`config.mk`:
```
export PLATFORM = sky130hd
export DESIGN_NAME = tri_word_deserializer_flat
export DESIGN_NICKNAME = d
export VERILOG_FILES = /design/src/rtl/tri_word_deserializer_pkg.sv /design/src/rtl/tri_word_deserializer_if.sv /design/src/rtl/tri_word_deserializer_out_reg.sv /design/src/rtl/tri_word_deserializer.sv /design/src/flat_wrapper.sv
export SDC_FILE = /design/constraint.sdc
export NUM_CORES = 1
export LEC_CHECK = 0
export BUFFER_PORTS_ARGS = -buffer_cell sky130_fd_sc_hd__clkbuf_2
export CELL_PAD_IN_SITES_DETAIL_PLACEMENT = 1
export CELL_PAD_IN_SITES_GLOBAL_PLACEMENT = 1
export CORE_ASPECT_RATIO = 0.7
export CORE_MARGIN = 10
export CORE_UTILIZATION = 42
export DETAILED_ROUTE_END_ITERATION = 7
export PLACE_DENSITY_LB_ADDON = 0.1
export SYNTH_ARGS = -nofsm -noshare
export SYNTH_HDL_FRONTEND = slang
export SYNTH_SLANG_ARGS = --single-unit
```
`constraint.sdc`:
```
create_clock -name clk -period 1.68 [get_ports clk]
set_clock_uncertainty 0.15 [all_clocks]
set_input_delay 0.336 -clock clk [delete_from_list [all_inputs] [get_ports clk]]
set_output_delay 0.336 -clock clk [all_outputs]
set_load 0.01 [all_outputs]
```
`src/rtl/tri_word_deserializer_pkg.sv`:
```
// Shared types and helpers for the three-word lane deserializer.
package tri_deser_pkg;

  localparam int NUM_WORDS = 3;

  typedef enum logic [0:0] {
    COLLECT = 1'b0,
    DISCARD = 1'b1
  } state_t;

  function automatic int calc_beats(input int dw, input int lw);
    return (dw + 1) / lw;
  endfunction

endpackage

```
`src/rtl/tri_word_deserializer_if.sv`:
```
// Lane-side and frame-side handshake bundle for tri_word_deserializer.
// slave = deserializer view, master = link/consumer view.
interface tri_word_deserializer_if #(
  parameter int DW = 15,
  parameter int LW = 8
);
  logic              s_valid;
  logic              s_ready;
  logic [LW-1:0]     s_data;
  logic              s_last;
  logic              m_valid;
  logic              m_ready;
  logic signed [DW:0] m_a1a;
  logic signed [DW:0] m_a2a;
  logic signed [DW:0] m_a3a;
  logic              frame_err;

  modport slave (
    input  s_valid, s_data, s_last, m_ready,
    output s_ready, m_valid, m_a1a, m_a2a, m_a3a, frame_err
  );

  modport master (
    output s_valid, s_data, s_last, m_ready,
    input  s_ready, m_valid, m_a1a, m_a2a, m_a3a, frame_err
  );
endinterface

```
`src/rtl/tri_word_deserializer_out_reg.sv`:
```
// One-frame output holding register; o_busy flags a held frame the consumer
// is not taking this cycle, so the assembler must not overwrite it.
module tri_deser_out_reg #(
  parameter int FW = 48
) (
  input  logic          clk,
  input  logic          rst_n,
  input  logic          i_load,
  input  logic [FW-1:0] i_data,
  input  logic          i_ready,
  output logic          o_valid,
  output logic [FW-1:0] o_data,
  output logic          o_busy
);
  logic          r_valid;
  logic [FW-1:0] r_data;

  always_ff @(posedge clk or negedge rst_n) begin
    if (!rst_n) begin
      r_valid <= 1'b0;
      r_data  <= '0;
    end else if (i_load) begin
      r_valid <= 1'b1;
      r_data  <= i_data;
    end else if (i_ready) begin
      r_valid <= 1'b0;
    end
  end

  assign o_valid = r_valid;
  assign o_data  = r_data;
  assign o_busy  = r_valid && !i_ready;
endmodule

```
`src/rtl/tri_word_deserializer.sv`:
```
// Reassembles LSB-first lane beats into three signed words and hands them out
// in parallel. Define TRI_DESER_LAST_CHECK_EN to enable s_last framing checks.
//
//   state   | meaning
//   COLLECT | shifting beats into the assembly register
//   DISCARD | dropping beats until s_last after a frame overran
module tri_word_deserializer
  import tri_deser_pkg::*;
#(
  parameter int DW = 15,
  parameter int LW = 8
) (
  input logic                   clk,
  input logic                   rst_n,
  tri_word_deserializer_if.slave bus
);
  localparam int BEATS = calc_beats(DW, LW);
  localparam int FW    = NUM_WORDS * (DW + 1);
  localparam int BW    = (BEATS > 1) ? $clog2(BEATS) : 1;

  generate
    if ((DW + 1) % LW != 0) begin : g_bad_cfg
      $error("tri_word_deserializer: DW+1 must be a multiple of LW");
    end
  endgenerate

  state_t        r_state, w_state_nxt;
  logic [BW-1:0] r_beat, w_beat_nxt;
  logic [1:0]    r_word, w_word_nxt;
  logic [FW-1:0] r_asm, w_asm_nxt, w_asm_shift, w_out;
  logic          w_final, w_busy, w_s_ready, w_accept, w_load, w_m_valid;
`ifdef TRI_DESER_LAST_CHECK_EN
  logic          r_frame_err, w_err_nxt;
`else
  logic          w_unused;
  assign w_unused = bus.s_last;
`endif

  assign w_final     = (r_beat == BW'(BEATS - 1)) && (r_word == 2'(NUM_WORDS - 1));
  assign w_s_ready   = rst_n && ((r_state == DISCARD) || !(w_final && w_busy));
  assign w_accept    = bus.s_valid && w_s_ready;
  assign w_asm_shift = {bus.s_data, r_asm[FW-1:LW]};

  always_comb begin
    w_state_nxt = r_state;
    w_beat_nxt  = r_beat;
    w_word_nxt  = r_word;
    w_asm_nxt   = r_asm;
    w_load      = 1'b0;
`ifdef TRI_DESER_LAST_CHECK_EN
    w_err_nxt   = 1'b0;
`endif
    case (r_state)
      COLLECT: begin
        if (w_accept) begin
          w_asm_nxt = w_asm_shift;
          if (w_final) begin
            w_beat_nxt = '0;
            w_word_nxt = '0;
`ifdef TRI_DESER_LAST_CHECK_EN
            if (bus.s_last) begin
              w_load = 1'b1;
            end else begin
              w_err_nxt   = 1'b1;
              w_state_nxt = DISCARD;
            end
`else
            w_load = 1'b1;
`endif
          end
`ifdef TRI_DESER_LAST_CHECK_EN
          else if (bus.s_last) begin
            w_err_nxt  = 1'b1;
            w_beat_nxt = '0;
            w_word_nxt = '0;
          end
`endif
          else if (r_beat == BW'(BEATS - 1)) begin
            w_beat_nxt = '0;
            w_word_nxt = r_word + 2'd1;
          end else begin
            w_beat_nxt = r_beat + BW'(1);
          end
        end
      end
`ifdef TRI_DESER_LAST_CHECK_EN
      DISCARD: begin
        if (w_accept && bus.s_last) begin
          w_state_nxt = COLLECT;
          w_beat_nxt  = '0;
          w_word_nxt  = '0;
        end
      end
`endif
      default: w_state_nxt = COLLECT;
    endcase
  end

  always_ff @(posedge clk or negedge rst_n) begin
    if (!rst_n) begin
      r_state <= COLLECT;
      r_beat  <= '0;
      r_word  <= '0;
      r_asm   <= '0;
    end else begin
      r_state <= w_state_nxt;
      r_beat  <= w_beat_nxt;
      r_word  <= w_word_nxt;
      r_asm   <= w_asm_nxt;
    end
  end

`ifdef TRI_DESER_LAST_CHECK_EN
  always_ff @(posedge clk or negedge rst_n) begin
    if (!rst_n) r_frame_err <= 1'b0;
    else        r_frame_err <= w_err_nxt;
  end
  assign bus.frame_err = r_frame_err;
`else
  assign bus.frame_err = 1'b0;
`endif

  tri_deser_out_reg #(.FW(FW)) u_out_reg (
    .clk     (clk),
    .rst_n   (rst_n),
    .i_load  (w_load),
    .i_data  (w_asm_shift),
    .i_ready (bus.m_ready),
    .o_valid (w_m_valid),
    .o_data  (w_out),
    .o_busy  (w_busy)
  );

  assign bus.s_ready = w_s_ready;
  assign bus.m_valid = w_m_valid;
  assign bus.m_a1a   = w_out[DW:0];
  assign bus.m_a2a   = w_out[2*DW+1:DW+1];
  assign bus.m_a3a   = w_out[3*DW+2:2*DW+2];
endmodule

```
`src/flat_wrapper.sv`:
```
// flat-port wrapper written by rule: the top's interface ports become plain ports
module tri_word_deserializer_flat import tri_deser_pkg::*;
#(
  parameter int DW = 15,
  parameter int LW = 8
)
  (clk, rst_n, bus_s_valid, bus_s_data, bus_s_last, bus_m_ready, bus_s_ready, bus_m_valid, bus_m_a1a, bus_m_a2a, bus_m_a3a, bus_frame_err);
  tri_word_deserializer_if #(.DW(DW), .LW(LW)) bus_i ();
  input logic clk;
  input logic rst_n;
  input wire logic [$bits(bus_i.s_valid)-1:0] bus_s_valid;
  input wire logic [$bits(bus_i.s_data)-1:0] bus_s_data;
  input wire logic [$bits(bus_i.s_last)-1:0] bus_s_last;
  input wire logic [$bits(bus_i.m_ready)-1:0] bus_m_ready;
  output wire logic [$bits(bus_i.s_ready)-1:0] bus_s_ready;
  output wire logic [$bits(bus_i.m_valid)-1:0] bus_m_valid;
  output wire logic [$bits(bus_i.m_a1a)-1:0] bus_m_a1a;
  output wire logic [$bits(bus_i.m_a2a)-1:0] bus_m_a2a;
  output wire logic [$bits(bus_i.m_a3a)-1:0] bus_m_a3a;
  output wire logic [$bits(bus_i.frame_err)-1:0] bus_frame_err;
  assign bus_i.s_valid = bus_s_valid;
  assign bus_i.s_data = bus_s_data;
  assign bus_i.s_last = bus_s_last;
  assign bus_i.m_ready = bus_m_ready;
  assign bus_s_ready = bus_i.s_ready;
  assign bus_m_valid = bus_i.m_valid;
  assign bus_m_a1a = bus_i.m_a1a;
  assign bus_m_a2a = bus_i.m_a2a;
  assign bus_m_a3a = bus_i.m_a3a;
  assign bus_frame_err = bus_i.frame_err;
  tri_word_deserializer #(.DW(DW), .LW(LW)) u_core (.clk(clk), .rst_n(rst_n), .bus(bus_i));
endmodule
```
==> results of run 1 <==
synthesized netlist by cell type (all sizes together):
library cell / n / area share, %
a21oi: 2 / 0.27
nand3: 1 / 0.14
conb: 1 / 0.10
nand2: 1 / 0.10
nand4: 1 / 0.17
buf: 11 / 3.1
mux2: 88 / 31
nor3: 1 / 0.14
o21a: 1 / 0.20
nand2b: 1 / 0.17
nand3b: 1 / 0.54
o21ai: 3 / 0.41
dfrtp: 92 / 63
nor3b: 2 / 0.54
a21o: 1 / 0.20
o21ba: 1 / 0.27
routing by layer:
layer / part of all wire (%) / up-vias / wire, um
li1: - / 910 / -
met1: 44 / 1083 / 3720
met2: 50 / 40 / 4290
met3: 4.7 / 12 / 400
met4: 1.2 / 0 / 100
met5: 0 / - / 0
power by group:
group / switching (mW) / total, mW / internal (mW)
logic: 0.952 / 2.60 / 1.65
registers: 0.586 / 3.66 / 3.07
clock network: 0.836 / 2.33 / 1.49
area by class of cell:
cell class | count | area share, %
flip-flops and latches | 92 | 46.2
multi-input cells | 105 | 28.7
repair buffers | 89 | 15.1
clock buffers | 10 | 4.79
well taps | 120 | 3.01
clock inverters | 6 | 2.23
flip-flops by register name, summed over array words and instances (netlist names):
name	flops
u_core.r_asm	40
u_core.u_out_reg.o_data	48
u_core.r_beat	1
u_core.u_out_reg.o_valid	1
u_core.r_word	2
cells by family (layout without fill, tap and decap cells):
kind of cell / count (synthesis) / in the layout / synth area share, %
simple gates: 8 / 8 / 1.81
compound gates: 8 / 8 / 1.36
mux: 88 / 88 / 31.0
flops: 92 / 92 / 62.7
other cells: 1 / 1 / 0.102
buf+inv: 11 / 105 / 3.10
worst paths after layout:
kind                                                            to                                   start  slack [ns]  depth (start not counted)
max                                   u_core.r_asm[15]$_DFFE_PN0P_            u_core.r_word[0]$_DFFE_PN0P_       -0.21                          6
min                        u_core.u_out_reg.o_data[32]$_DFFE_PN0P_                                   rst_n        0.03                          3
max reg2reg                           u_core.r_asm[15]$_DFFE_PN0P_            u_core.r_word[0]$_DFFE_PN0P_       -0.21                          6
min reg2reg                 u_core.u_out_reg.o_data[0]$_DFFE_PN0P_  u_core.u_out_reg.o_data[0]$_DFFE_PN0P_        0.35                          1
max in group asynchronous             u_core.r_word[1]$_DFFE_PN0P_                                   rst_n        0.23                          3
min in group clk                      u_core.r_asm[45]$_DFFE_PN0P_                           bus_s_data[5]        0.10                          2
metrics by stage:
| stage | utilization [%] | setup slack, ns | power, mW | area (sq um) |
|---|---|---|---|---|
| final | 58.8 | -0.205 | 8.59 | 4990 |
| after CTS | 58.2 | -0.220 | 8.64 | 4930 |
| after floorplan | - | 0.00748 | 4.80 | 3680 |
| after global placement | 49.5 | -0.126 | 5.69 | 4200 |
| after global routing | 58.8 | -0.233 | 9.08 | 4990 |
| after detailed placement | 49.5 | -0.138 | 5.77 | 4200 |
timing repair:
| item | 4_1_cts | 5_1_grt |
|---|---|---|
| gates cloned | 5 | 3 |
| hold buffers | 1 | 0 |
| resized for setup | 49 | 7 |
| pin swaps | 3 | 2 |
| setup buffers | 5 | 2 |
| endpoints found under the setup margin | 50 | 89 |
| hold endpoints to repair | 17 | 0 |
tightest hold or removal path, delay by kind of cell:
family	cells	cell delay [ns]
buffers and inverters	3	0.58
==> impl_metrics.tcl, run 1 <==
set metrics [dict create \
    clockRootBuffer "clkbuf_16" \
    die_w_um 132 \
    grt_pass1_vias 2301 \
    layout.nets 310 \
    cts_buffer_depth 2 \
    num_io_pins 64 \
    ir_drop_v 0.00110 \
    track_usage_pct 12.8 \
    wl_per_cell_um 20.2 \
    core_area_sq_um 8480 \
    num_antenna_cells 0 \
    drv_cap 0 \
    use_met2_pct 20.9 \
    drc 0 \
    max_stage_delay_ns 0.38 \
    hpwl_mm 4.68 \
    dieArea_sq_um 12900 \
    failed_checks "negative setup slack" \
    crit_chain "nand3b_4, buf_6, buf_4, o21ba_4, bufbuf_16, mux2_4" \
    hold_viol 0 \
    drt-initial-drc-count 75 \
    grt_busiest_layer "met2" \
    cp_top_family "buffers and inverters" \
    cp.required_ns 1.76 \
    yosys_warnings 0 \
    worstSkewPairLatency_ns 0.34 \
    tightestPinTransition_ns 0.742 \
    dr.pass1.iters 2 \
    layout_common_cells "dfrtp_1 (91), mux2_4 (82), clkbuf_2 (59), clkbuf_16 (12), buf_4 (10)" \
    fp.dieH_um 98.2 \
    yosysSeqAreaShare_pct 62.7 \
    seq_area_sq_um 2300 \
    cp-start-kind "flop" \
    min_period_ns 1.89 \
    arrival_ns 1.96 \
    fin_crit_sh_pct 112 \
    hold_slack_ns 0.0264 \
    syn-instance-count 208 \
    grt_pass1_wl_mm 13.1 \
    clk_pin_slew_worst_paths_ns 0.06 \
    clock.fmax_mhz 530 \
    multi_input_area_sq_um 1430 \
    met3_usage_pct 5.27 \
    drt-vias-per-instance 4.85 \
    relSlewSlack_pct 50.4 \
    fillCellCount 815 \
    leakage_nw 2.44 \
    synth_area_per_cell_sq_um 17.7 \
    slew_viol_final 0 \
    dpl.cell_count 392 \
    grt_setup_unrepaired "true" \
    cts_tree "done" \
    cts_inserted_buffers 9 \
    synth_cell_types 22 \
    ys_seq_elements 92 \
    layout_commonest_cell "dfrtp_1" \
    crit_path_end_kind "flop" \
    worst_path_max_delay_cell "dfrtp_1" \
    finalWirelength_mm 8.52 \
    grt-ovfl-total 0 \
    syn_area_sq_um 3670 \
    cp_max_fo 6 \
    setup_tns_ns -10.82 \
    final_cells 422 \
    syn_nets 221 \
    crit_buf_inv 3 \
    status "finished, violations left" \
    grt_max_degree 77 \
    drive_above_1_share_pct 64.9 \
    grt_antenna_before_repair 0 \
    rows 28 \
    place.gp.congestion 0.685 \
    num_vias 2045 \
    critPathKind "flop to flop" \
    cts_sinks 92 \
    met1_usage_pct 15.3 \
    hold_path_class "primary input to asynchronous set/reset pin" \
    ant_nets 0 \
    setup_ws_ns -0.205 \
    finalSetupViolations 89 \
    h-tree-depth 3 \
    syn2layout_area_growth_pct 35.8 \
    initial_core_util_pct 43.3 \
    portBuffers 61 \
    power.density_nw_per_um2 1720 \
]
(Power assumes the default switching activity.)
==> run 2, diff against run 1 <==
Settings changed: CORE_UTILIZATION 42 to 50, HOLD_SLACK_MARGIN set to 0.15.
Clock period 1.68 ns to 2.4 ns, I/O delays scaled along.
==> impl_metrics.tcl, run 2 (synthesized netlist as in run 1, its figures left out) <==
set metrics [dict create \
    grt_setup_unrepaired "false" \
    multi_input_area_sq_um 1270 \
    worstSkewPairLatency_ns 0.36 \
    hold_depth 2 \
    dieArea_sq_um 11200 \
    grt-ovfl-total 0 \
    arrival_ns 1.66 \
    fin_area_sq_um 4290 \
    dpl.cell_count 362 \
    min-delay-start "bus_s_data[1]" \
    clkPwrFrac_pct 21.0 \
    wl_per_cell_um 17.7 \
    layout_common_cells "dfrtp_1 (92), clkbuf_2 (60), mux2_4 (39), mux2_2 (29), mux2_1 (20)" \
    hold-path-endpoint "u_core.u_out_reg.o_data[41]$_DFFE_PN0P_" \
    status "finished, final reports clean" \
    power.density_nw_per_um2 1160 \
    setup_tns_ns 0 \
    postCtsSetupBuffers 0 \
    grt_max_degree 72 \
    wl_met3_um 464 \
    max_stage_delay_ns 0.53 \
    cts_sinks 92 \
    cp.required_ns 1.77 \
    finalWirelength_mm 6.72 \
    drive_above_1_share_pct 54.8 \
    ir_drop_v 0.000506 \
    num_antenna_cells 0 \
    power.total_mw 4.96 \
    drv_cap 0 \
    highest_layer "met4" \
    place.gp.congestion 0.698 \
    largest_register_ffs 48 \
    clock.fmax_mhz 437 \
    cp-start-kind "primary input" \
    h-tree-depth 3 \
    seqPwrFrac_pct 51.0 \
    tightestPinTransition_ns 0.876 \
    rows 26 \
    critPathKind "primary input to output port" \
    place_area_sq_um 4070 \
    track_usage_pct 13.1 \
    grt_antenna_before_repair 0 \
    seq_area_sq_um 2300 \
    cts_buffer_depth 2 \
    layout_commonest_cell "dfrtp_1" \
    grt_pass1_vias 2193 \
    min_period_ns 2.29 \
    reg2reg_depth 4 \
    die_w_um 122 \
    hpwl_mm 4.66 \
    crit_buf_inv 4 \
    power_switching_mw 1.49 \
    worst_path_max_delay_cell "dlygate4sd3_1" \
    core_area_sq_um 7220 \
    wl_met1_mm 2.86 \
    hold_path_class "primary input to flop" \
    cts_inserted_buffers 9 \
    r2r-end "u_core.u_out_reg.o_data[13]$_DFFE_PN0P_" \
    grt_pass1_wl_mm 11.6 \
    dr.pass1.iters 4 \
    drc 0 \
    hold_viol 0 \
    cp_top_family "buffers and inverters" \
    crit_path_end_kind "output port" \
    relSlewSlack_pct 41.6 \
    clockRootBuffer "clkbuf_8" \
    syn2layout_area_growth_pct 16.7 \
    fillCellCount 698 \
    crit_chain "dlygate4sd3_1, buf_4, buf_6, o21a_1, clkbuf_2" \
    cts_tree "done" \
    fp.dieH_um 91.7 \
    r2r_slack_ns 0.49 \
    drt-initial-drc-count 69 \
    p_comb_share_pct 28.0 \
    initial_core_util_pct 50.9 \
    final_cells 379 \
    swShare_pct 30.1 \
    num_vias 1925 \
    finalSetupViolations 0 \
    layout.nets 289 \
    portBuffers 61 \
    internal_power_mw 3.47 \
    cp_max_fo 26 \
    slew_viol_final 0 \
    fin_crit_sh_pct 95.2 \
    met2_length_mm 3.30 \
    clk_pin_slew_worst_paths_ns 0.09 \
    reg2reg_from "u_core.r_word[0]$_DFFE_PN0P_" \
    drt-vias-per-instance 5.08 \
    leakage_nw 2.12 \
    num_io_pins 64 \
    ant_nets 0 \
]
run 2: changes by cell type in the layout (fill, tap and decap cells not counted), moves of 3 or more:
cell,previous run,this run
mux2_1,0,20
clkbuf_16,12,0
mux2_4,82,39
mux2_2,6,29
clkbuf_8,1,10
buf_12,8,2
buf_4,10,4
buf_6,4,1
run 2: routing by layer:
metal / up-vias / GRT usage, %
li1: 862 / -
met1: 1012 / 15.8
met2: 44 / 20.8
met3: 7 / 4.96
met4: 0 / 5.58
met5: - / 0
run 2: what timing repair did:
item	4_1_cts	5_1_grt
endpoints found under the hold margin	21	0
hold buffers	1	0
gates resized for setup	0	1
endpoints found under the setup margin	0	1
run 2: worst max path at each step:
stage,startpoint,to,cells after the start
after global routing,rst_n,bus_s_ready,5
final,rst_n,bus_s_ready,5
after detailed placement,bus_m_ready,u_core.u_out_reg.o_data[2]$_DFFE_PN0P_,5
after floorplan,bus_m_ready,u_core.u_out_reg.o_data[27]$_DFFE_PN0P_,5
after CTS,rst_n,bus_s_ready,5
after global placement,bus_m_ready,u_core.u_out_reg.o_data[7]$_DFFE_PN0P_,5
run 2: power groups by stage:
stage	Combinational, mW	Clock (mW)	Sequential (mW)
final	1.39	1.04	2.53
after global routing	1.53	1.15	2.64
after CTS	1.43	1.08	2.55
after detailed placement	1.42	0	2.57
after global placement	1.38	0	2.54
after floorplan	0.721	0	2.63
run 2: metrics by stage:
stage	hold slack (ns)	worst slack, ns	utilization, %
2_1_floorplan	0.0344	0.667	-
3_3_place_gp	0.317	0.371	56.4
3_5_place_dp	0.326	0.361	56.4
4_1_cts	0.189	0.00489	59.3
5_1_grt	0.193	0.0200	59.4
6_report	0.202	0.114	59.4
run 2: cell type report:
| class | instances | area share, % |
|---|---|---|
| Timing Repair Buffer | 68 | 9.13 |
| Sequential cell | 92 | 53.7 |
| Clock inverter | 6 | 1.49 |
| Clock buffer | 10 | 3.21 |
| Tap cell | 98 | 2.86 |
| Multi-Input combinational cell | 105 | 29.6 |
run 2: worst reg2reg max path: cells and delay by family, from the launching register on:
kind	cells	cell delay [ns]
DFF	1	0.43
and+or+nand+nor	2	0.42
muxes	1	0.41
buffers and inverters	1	0.39
